**src/rtl/stoch_pkg.sv**
```systemverilog
// Shared types and helpers for the stochastic-computing arithmetic blocks.
// Contains only constant functions and types; no logic of its own.
package stoch_pkg;

    typedef enum logic {
        UNIPOLAR = 1'b0,
        BIPOLAR  = 1'b1
    } coding_e;

    // Ceiling log2. A value n needs clog2(n+1) bits.
    function automatic int clog2(input int n);
        int r;
        int v;
        r = 0;
        v = n - 1;
        while (v > 0) begin
            r = r + 1;
            v = v >> 1;
        end
        return r;
    endfunction

    // Returns a + b clamped to the range of a w-bit signed register (w <= 30).
    function automatic int sat_add(input int a, input int b, input int w);
        longint s;
        longint hi;
        longint lo;
        s  = longint'(a) + longint'(b);
        hi = (longint'(1) <<< (w - 1)) - 64'sd1;
        lo = -hi - 64'sd1;
        if (s > hi) begin
            return int'(hi);
        end
        if (s < lo) begin
            return int'(lo);
        end
        return int'(s);
    endfunction

endpackage

```
**src/rtl/stoch_popcnt.sv**
```systemverilog
// Combinational popcount built as a recursive binary adder tree.
// Zero latency; no flow control.
module stoch_popcnt
    import stoch_pkg::*;
#(
    parameter int W = 16
) (
    input  logic [W-1:0]            vec_i,
    output logic [clog2(W+1)-1:0]   cnt_o
);

    localparam int OW = clog2(W + 1);

    if (W == 1) begin : g_leaf
        assign cnt_o = vec_i;
    end else begin : g_node
        localparam int LO = W / 2;
        localparam int HI = W - LO;
        localparam int LW = clog2(LO + 1);
        localparam int HW = clog2(HI + 1);

        logic [LW-1:0] lo_cnt;
        logic [HW-1:0] hi_cnt;

        stoch_popcnt #(.W(LO)) u_lo (
            .vec_i (vec_i[LO-1:0]),
            .cnt_o (lo_cnt)
        );

        stoch_popcnt #(.W(HI)) u_hi (
            .vec_i (vec_i[W-1:LO]),
            .cnt_o (hi_cnt)
        );

        assign cnt_o = OW'(lo_cnt) + OW'(hi_cnt);
    end

endmodule

```
**src/rtl/stoch_nsadd_par.sv**
```systemverilog
// Non-scaled stochastic adder: emits a 1 whenever emitted ones lag the summed input target.
// out is combinational from the registered error (input reaches out one cycle later);
// en=0 stalls the stream: state holds and out is forced low.
module stoch_nsadd_par #(
    parameter int NUM_IN  = 16,
    parameter int BIPOLAR = 0,
    parameter int ERR_W   = 14,
    parameter int CNT_W   = 16
) (
    input  logic              clk,
    input  logic              rst,
    input  logic              en,
    input  logic              clr,
    input  logic [NUM_IN-1:0] mask,
    input  logic [NUM_IN-1:0] in,
    output logic              out,
    output logic              sat,
    output logic [CNT_W-1:0]  ones_cnt
);

    import stoch_pkg::*;

    localparam int      PC_W   = clog2(NUM_IN + 1);
    localparam coding_e CODING = (BIPOLAR != 0) ? stoch_pkg::BIPOLAR : UNIPOLAR;

    logic [PC_W-1:0]         cnt;
    logic [PC_W-1:0]         act;
    logic [NUM_IN-1:0]       live;

    logic signed [ERR_W-1:0] err_q, err_d;
    logic                    sat_q;
    logic [CNT_W-1:0]        ones_q, ones_d;
    logic                    out_v;
    logic                    clamp_hit;

    int off;
    int delta;
    int raw;
    int sum;

    assign live = in & mask;

    stoch_popcnt #(.W(NUM_IN)) u_pc_in (
        .vec_i (live),
        .cnt_o (cnt)
    );

    stoch_popcnt #(.W(NUM_IN)) u_pc_mask (
        .vec_i (mask),
        .cnt_o (act)
    );

    // Doubled units keep the bipolar half-offset (act-1)/2 integral.
    always_comb begin
        out_v     = en & (int'(err_q) > 0);
        off       = (CODING == stoch_pkg::BIPOLAR) ? (int'(act) - 1) : 0;
        delta     = 2 * int'(cnt) - off - 2 * int'(out_v);
        raw       = int'(err_q) + delta;
        sum       = sat_add(int'(err_q), delta, ERR_W);
        clamp_hit = (sum != raw);
        err_d     = ERR_W'(sum);
        ones_d    = ones_q + CNT_W'(out_v);
    end

    always_ff @(posedge clk) begin
        if (rst) begin
            err_q  <= '0;
            sat_q  <= 1'b0;
            ones_q <= '0;
        end else if (clr) begin
            err_q  <= '0;
            sat_q  <= 1'b0;
            ones_q <= '0;
        end else if (en) begin
            err_q  <= err_d;
            sat_q  <= sat_q | clamp_hit;
            ones_q <= ones_d;
        end
    end

    assign out      = out_v;
    assign sat      = sat_q;
    assign ones_cnt = ones_q;

endmodule

```
**config.mk**
```make
export PLATFORM = sky130hd
export DESIGN_NAME = stoch_nsadd_par
export DESIGN_NICKNAME = d
export VERILOG_FILES = /design/src/rtl/stoch_pkg.sv /design/src/rtl/stoch_popcnt.sv /design/src/rtl/stoch_nsadd_par.sv
export SDC_FILE = /design/constraint.sdc
export NUM_CORES = 1
export LEC_CHECK = 0
export BUFFER_PORTS_ARGS = -buffer_cell sky130_fd_sc_hd__buf_2
export CAP_MARGIN = 20
export CORE_UTILIZATION = 30
export DETAILED_ROUTE_END_ITERATION = 8
export PLACE_DENSITY_LB_ADDON = 0.2
export SLEW_MARGIN = 20
export SYNTH_ARGS = -nofsm -noshare
export SYNTH_HDL_FRONTEND = slang
export SYNTH_SLANG_ARGS = --single-unit
```
**constraint.sdc**
```tcl
create_clock -name clk -period 7.58 [get_ports clk]
set_input_delay 0.379 -clock clk [delete_from_list [all_inputs] [get_ports clk]]
set_output_delay 0.379 -clock clk [all_outputs]
set_load 0.01 [all_outputs]
```
# == Word-level counts from Yosys, hierarchy flattened ==
# Cells that the tools add are included.
# totals
out_inout_bits,18
romBits,0
latch_bits,0
register_bits,31
ram_bits,0
word_cells,37
memories,0
# classes
n_mul,0
n_reduce_logical,1
mux,7
n_addsub,19
magnitude_cmp,3
bitwise_logic,3
n_eq_ne,1
n_shift,0
div_mod_pow,0
# op_table
op,count
32-bit 2-to-1 mux,3
32-bit by 15-bit inequality test with 1-bit output,1
14-bit by 7-bit adder with 15-bit output,2
1-bit by 1-bit adder with 2-bit output,8
16-bit by 1-bit adder with 16-bit output,1
16-bit bitwise AND,1
15-bit by 14-bit > comparator with 1-bit output (second input constant),1
15-bit by 14-bit < comparator with 1-bit output (second input constant),1
14-bit by 1-bit > comparator with 1-bit output (second input constant),1
13-bit 2-to-1 mux,1
2-bit by 2-bit adder with 3-bit output,4
3-bit by 3-bit adder with 4-bit output,2
6-bit by 2-bit subtractor with 7-bit output,1
4-bit by 4-bit adder with 5-bit output,1
1-bit 2-to-1 mux,3
2-bit OR reduction,1
1-bit bitwise AND,1
1-bit bitwise OR,1

# == Logic depth before layout (Yosys ltp) ==
# depth
depth_word,14
ltp_mapped,25
depth_no_buf,25

# == By module ==
# From an unflattened synthesis, not the netlist that was laid out.
# unflattened
cells_unflattened,365
area_unflattened_um2,2924.1
# modules_own_cells
mod,seq_area_each_um2,cells_each,instances,area_each_um2
stoch_nsadd_par,620.6,273,1,2172.1
stoch_popcnt at u_pc_in.g_node.u_hi.g_node.u_hi ...,0.0,7,4,51.3
stoch_popcnt at u_pc_in.g_node.u_hi ...,0.0,12,2,95.1
stoch_popcnt at u_pc_in,0.0,16,1,136.4
stoch_popcnt at u_pc_in.g_node.u_hi.g_node.u_hi.g_node.u_hi.g_node.u_hi ...,0.0,1,16,7.5
stoch_popcnt at u_pc_in.g_node.u_hi.g_node.u_hi.g_node.u_hi ...,0.0,1,8,12.5

# == Least setup slack after synthesis ==
# No wires, ideal clock.
# synth_path
path_type,input to register
from,input in[0]
to,register err_q[2]
setup_slack_ns,1.431
stages,22
t_arrival_ns,6.083
path_buffers,1
path_cell_list,and2_1 -> fa_1 -> inv_1 -> fa_1 -> fa_1 -> inv_1 -> fa_1 -> ha_1 -> inv_1 -> fa_1 -> xnor2_1 -> nor2_1 -> a31oi_1 -> nor3_1 -> ha_1 -> buf_6 -> nand3_1 -> o211ai_1 -> or4b_1 -> o211a_1 -> maj3_2 -> a21oi_2
# synth_between
elab_chain_cells,12
# synth_rtl
element,line_no,rtl
from (decl),stoch_nsadd_par.sv:15,"input logic [NUM_IN-1:0] in,"
16-bit bitwise AND *,stoch_nsadd_par.sv:41,assign live = in & mask;
1-bit by 1-bit adder with 2-bit output *,stoch_popcnt.sv:35,assign cnt_o = OW'(lo_cnt) + OW'(hi_cnt);
2-bit by 2-bit adder with 3-bit output *,stoch_popcnt.sv:35,
3-bit by 3-bit adder with 4-bit output *,stoch_popcnt.sv:35,
4-bit by 4-bit adder with 5-bit output *,stoch_popcnt.sv:35,
6-bit by 2-bit subtractor with 7-bit output *,stoch_nsadd_par.sv:57,delta = 2 * int'(cnt) - off - 2 * int'(out_v);
14-bit by 7-bit adder with 15-bit output *,stoch_pkg.sv:28,s = longint'(a) + longint'(b);
15-bit by 14-bit > comparator with 1-bit output or 15-bit by 14-bit < comparator with 1-bit output (tied branches),"stoch_pkg.sv:31, stoch_pkg.sv:34",
13-bit 2-to-1 mux or 1-bit 2-to-1 mux (tied branches),"stoch_pkg.sv:31, stoch_pkg.sv:34",
32-bit 2-to-1 mux or 1-bit 2-to-1 mux (tied branches),stoch_pkg.sv:34,if (s < lo) begin
32-bit 2-to-1 mux,stoch_pkg.sv:37,return int'(s);
32-bit 2-to-1 mux *,stoch_pkg.sv:34,
to (signal assigned),stoch_nsadd_par.sv:75,err_q <= err_d;
to (decl),stoch_nsadd_par.sv:30,"logic signed [ERR_W-1:0] err_q, err_d;"
# Every way passes the cells marked *; elsewhere a longest branch is shown, timed or not. The select of a mux whose other input is x is not followed.
# A chain may end at the register's enable or synchronous reset.

# == Worst setup path after layout ==
# layout_path
from,input in[0]
to,"register sat_q, in the netlist sat"
# layout_between
elab_chain_cells,14
# layout_rtl
element,line_no,rtl
16-bit bitwise AND *,stoch_nsadd_par.sv:41,
1-bit by 1-bit adder with 2-bit output *,stoch_popcnt.sv:35,
2-bit by 2-bit adder with 3-bit output *,stoch_popcnt.sv:35,
3-bit by 3-bit adder with 4-bit output *,stoch_popcnt.sv:35,
4-bit by 4-bit adder with 5-bit output *,stoch_popcnt.sv:35,
6-bit by 2-bit subtractor with 7-bit output *,stoch_nsadd_par.sv:57,
14-bit by 7-bit adder with 15-bit output,"stoch_pkg.sv:28, stoch_nsadd_par.sv:58",
15-bit by 14-bit > comparator with 1-bit output or 15-bit by 14-bit < comparator with 1-bit output (tied branches),"stoch_pkg.sv:31, stoch_pkg.sv:34",
13-bit 2-to-1 mux or 1-bit 2-to-1 mux (tied branches),"stoch_pkg.sv:31, stoch_pkg.sv:34",
32-bit 2-to-1 mux or 1-bit 2-to-1 mux (tied branches),stoch_pkg.sv:34,
32-bit 2-to-1 mux,stoch_pkg.sv:37,
32-bit 2-to-1 mux,stoch_pkg.sv:34,
32-bit by 15-bit inequality test with 1-bit output *,stoch_nsadd_par.sv:60,clamp_hit = (sum != raw);
1-bit bitwise OR *,stoch_nsadd_par.sv:76,sat_q <= sat_q | clamp_hit;
to (signal assigned),stoch_nsadd_par.sv:76,
to (decl),stoch_nsadd_par.sv:31,logic sat_q;
# Marked as above.

==> flow_metrics.env <==
export IMPL_status="completed"
export IMPL_power_uw=844.3
export IMPL_hold_viol=0
export IMPL_worstReg2RegStart="err_q[2]"
export IMPL_clock_sinks=31
export IMPL_grt_most_used_layer="met2"
export IMPL_rsz0062_at_grt="no"
export IMPL_endpoint_kind="flop"
export IMPL_cts_hold_buffers=0
export IMPL_start_util_pct=31.18
export IMPL_fin_cells=470
export IMPL_period_share_pct=84.59
export IMPL_yosysUniqueCellTypes=48
export IMPL_tightest_slew_ps=958.2
export IMPL_syn_cell_area_um2=2575
export IMPL_track_usage_pct=13.00
export IMPL_cts_root_buf="clkbuf_8"
export IMPL_met2_usage_pct=20.68
export IMPL_arrival_ps=6570
export IMPL_skew_ps=6.313
export IMPL_place_ws_ps=834.7
export IMPL_nets=433
export IMPL_io_buffers=53
export IMPL_synth_top_area_share_pct=24.10
export IMPL_slowest_delay_ps=780
export IMPL_final_layout_size_suffix_gt1_share_pct=21.10
export IMPL_powerDensity_nw_per_um2=281.1
export IMPL_startpoint="in[0]"
export IMPL_use_met3_pct=3.382
export IMPL_cpMostUsedCell="fa_1"
export IMPL_vias=2308
export IMPL_cts_htree_levels=2
export IMPL_critPathRequiredTime_ps=7740
export IMPL_power_leakage_nw=1.361
export IMPL_dp_cells=462
export IMPL_setup_viol=0
export IMPL_setup_tns_ps=0
export IMPL_antenna_found_initial=0
export IMPL_post_cts_resized=0
export IMPL_grt_ovfl_total=0
export IMPL_slew_viol_final=0
export IMPL_synth_area_leader_cell="dfxtp_1"
export IMPL_viasPerCell=4.911
export IMPL_tritoncts="done"
export IMPL_drv_cap=0
export IMPL_worst_slack_ps=1168
export IMPL_worstSkewPairLatency_ps=280
export IMPL_period_needed_ps=6412
export IMPL_grt_pass1_vias=1999
export IMPL_wl_per_cell_um=11.91
export IMPL_gp_congestion=0.8355
export IMPL_io_pins=54
export IMPL_ys_top_cells_by_area="dfxtp_1 (24%), ha_1 (11%), fa_1 (8.6%)"
export IMPL_holdCritStartpoint="sat"
export IMPL_dp_hpwl_um=4536
export IMPL_relSlewSlack_pct=35.84
export IMPL_synth_ff_type="dfxtp_1"
export IMPL_numCtsBuffers=5
export IMPL_die_w_um=94.65
export IMPL_drt_total_wl_um=5596
export IMPL_detail_route_antenna_nets=0
export IMPL_path_class="primary input to flop"
export IMPL_post_route_util_pct=36.38
export IMPL_synth_yosys_warnings=0
export IMPL_post_cts_buffers=0
export IMPL_clkSlewWorstSetupHoldPaths_ps=60
export IMPL_worstPathCellList="buf_2 > and2_1 > fa_1 > inv_1 > fa_1 > fa_1 > inv_1 > fa_1 > ha_1 > inv_1 > fa_1 > xnor2_1 > nor2_1 > a31oi_1 > nor3_1 > buf_4 > ha_1 > a21oi_2 > o211ai_1 > or4b_1 > o211ai_1 > xnor2_1 > a21oi_1 > nor2_1"
export IMPL_area_delta_synth_final_pct=16.67
export IMPL_ys_ff_latch=31
export IMPL_first_pass_iters=4
export IMPL_row_count=33
export IMPL_use_met1_pct=17.35
export IMPL_drc=0
export IMPL_ir_drop_mv=0.07693
export IMPL_die_h_um=94.65
export IMPL_start_kind="primary input"
export IMPL_crit_path_max_fanout=13
export IMPL_drt_iter0_drc=68
export IMPL_ys_async_sr_fraction_pct=0
export IMPL_hp_class="flop to flop"
export IMPL_antenna_cells=0
export IMPL_syn_area_per_cell_um2=8.253
export IMPL_fill_cells=882
export IMPL_syn_num_nets=381
export IMPL_yosysSeqAreaShare_pct=24.10
export IMPL_cts_buffer_depth=2
export IMPL_cp_num_buf_inv=5
export IMPL_grt_max_degree=28
export IMPL_core_area_um2=8258
export IMPL_netlist_instances=312
export IMPL_grt_pass1_wl_um=9239
export IMPL_crit_family="adder cells"
export IMPL_slowest_stage="o211ai_1"
export IMPL_dieArea_um2=8958
export IMPL_synthTopCellsByCount="dfxtp_1 (31), nor2_1 (31), o21ai_0 (28), a21oi_1 (26), inv_1 (23)"
export IMPL_synth_edff_count=0
export IMPL_max_freq_mhz=156.0
-- final timing paths --
check             slack (ps)   to  cells past startpoint
setup / recovery        1170  sat                     24
hold reg to reg          490  sat                      2
setup reg to reg        3200  sat                     17
hold / removal           490  sat                      2
-- worst reg2reg max path: cells and delay by family, from the launching register on --
| kind | cells | cell delay, ps |
|---|---|---|
| AND/OR/NAND/NOR | 4 | 910 |
| AO/OA/AOI/OAI | 9 | 2070 |
| flip-flops | 1 | 340 |
| XOR/XNOR | 1 | 150 |
| adder cells (fa/ha/maj) | 3 | 820 |
-- layout by cell type, fill, tap and decap left out, types with 2 or more instances in the layout --
cell       n
xor2_1    18
o21ai_0   28
nand2b_1   2
nor4_1     2
a31oi_1    2
nor2_1    31
xnor2_1   10
buf_2     53
a211oi_1   4
a21oi_2    2
dfxtp_1   31
maj3_2     6
mux2i_1    2
o211ai_1   3
ha_1      22
nor2b_1    6
and3_1     4
nor3b_1    2
inv_1     23
clkbuf_8   5
or2_2      2
a21oi_1   26
and2_1    11
fa_1      11
clkinv_2   3
and4_1     2
nor3_1     6
nand3_1   10
nand4_1    3
nand2_1   19
-- stage by stage --
stage / instance area [um2] / hold WS [ps]
final: 3004 / 488.2
after global routing: 3004 / 526.8
after CTS: 3004 / 485.2
after detailed placement: 2920 / 468.2
after global placement: 2920 / 464.3
after floorplan: 2575 / 460.5
-- power by group --
group | switching, mW | total, mW | internal, mW
Clock | 0.0611 | 0.124 | 0.0627
Combinational | 0.300 | 0.533 | 0.233
Sequential | 0.0115 | 0.187 | 0.176
Total | 0.372 | 0.844 | 0.472
-- final cells by class --
type | instances | area, um2 | share of cell area [%]
Sequential cell | 31 | 620.6 | 20.66
Multi-Input combinational cell | 249 | 1809 | 60.23
Inverter | 23 | 86.33 | 2.874
Timing Repair Buffer | 54 | 272.8 | 9.080
Clock inverter | 3 | 15.01 | 0.4998
Clock buffer | 5 | 68.82 | 2.291
Tap cell | 105 | 131.4 | 4.373
-- logic make-up after synthesis --
kind of cell | Yosys count | share of synthesized area, %
AO/OA/AOI/OAI | 76 | 17.93
AND/OR/NAND/NOR | 104 | 20.17
XOR/XNOR | 28 | 9.524
buffers and inverters | 32 | 5.636
multiplexers | 2 | 0.7775
flip-flops | 31 | 24.10
adder cells (fa/ha/maj) | 39 | 21.87
-- sequential cells by signal (all words and copies together), names as in the netlist --
register / count
ones_cnt: 16
sat: 1
err_q: 14
-- metal layers --
| layer | vias up | wire [um] |
|---|---|---|
| met5 | - | 0 |
| met4 | 0 | 72 |
| met3 | 9 | 232 |
| met2 | 44 | 2527 |
| met1 | 1069 | 2763 |
| li1 | 1186 | - |
(Power assumes the default switching activity.)
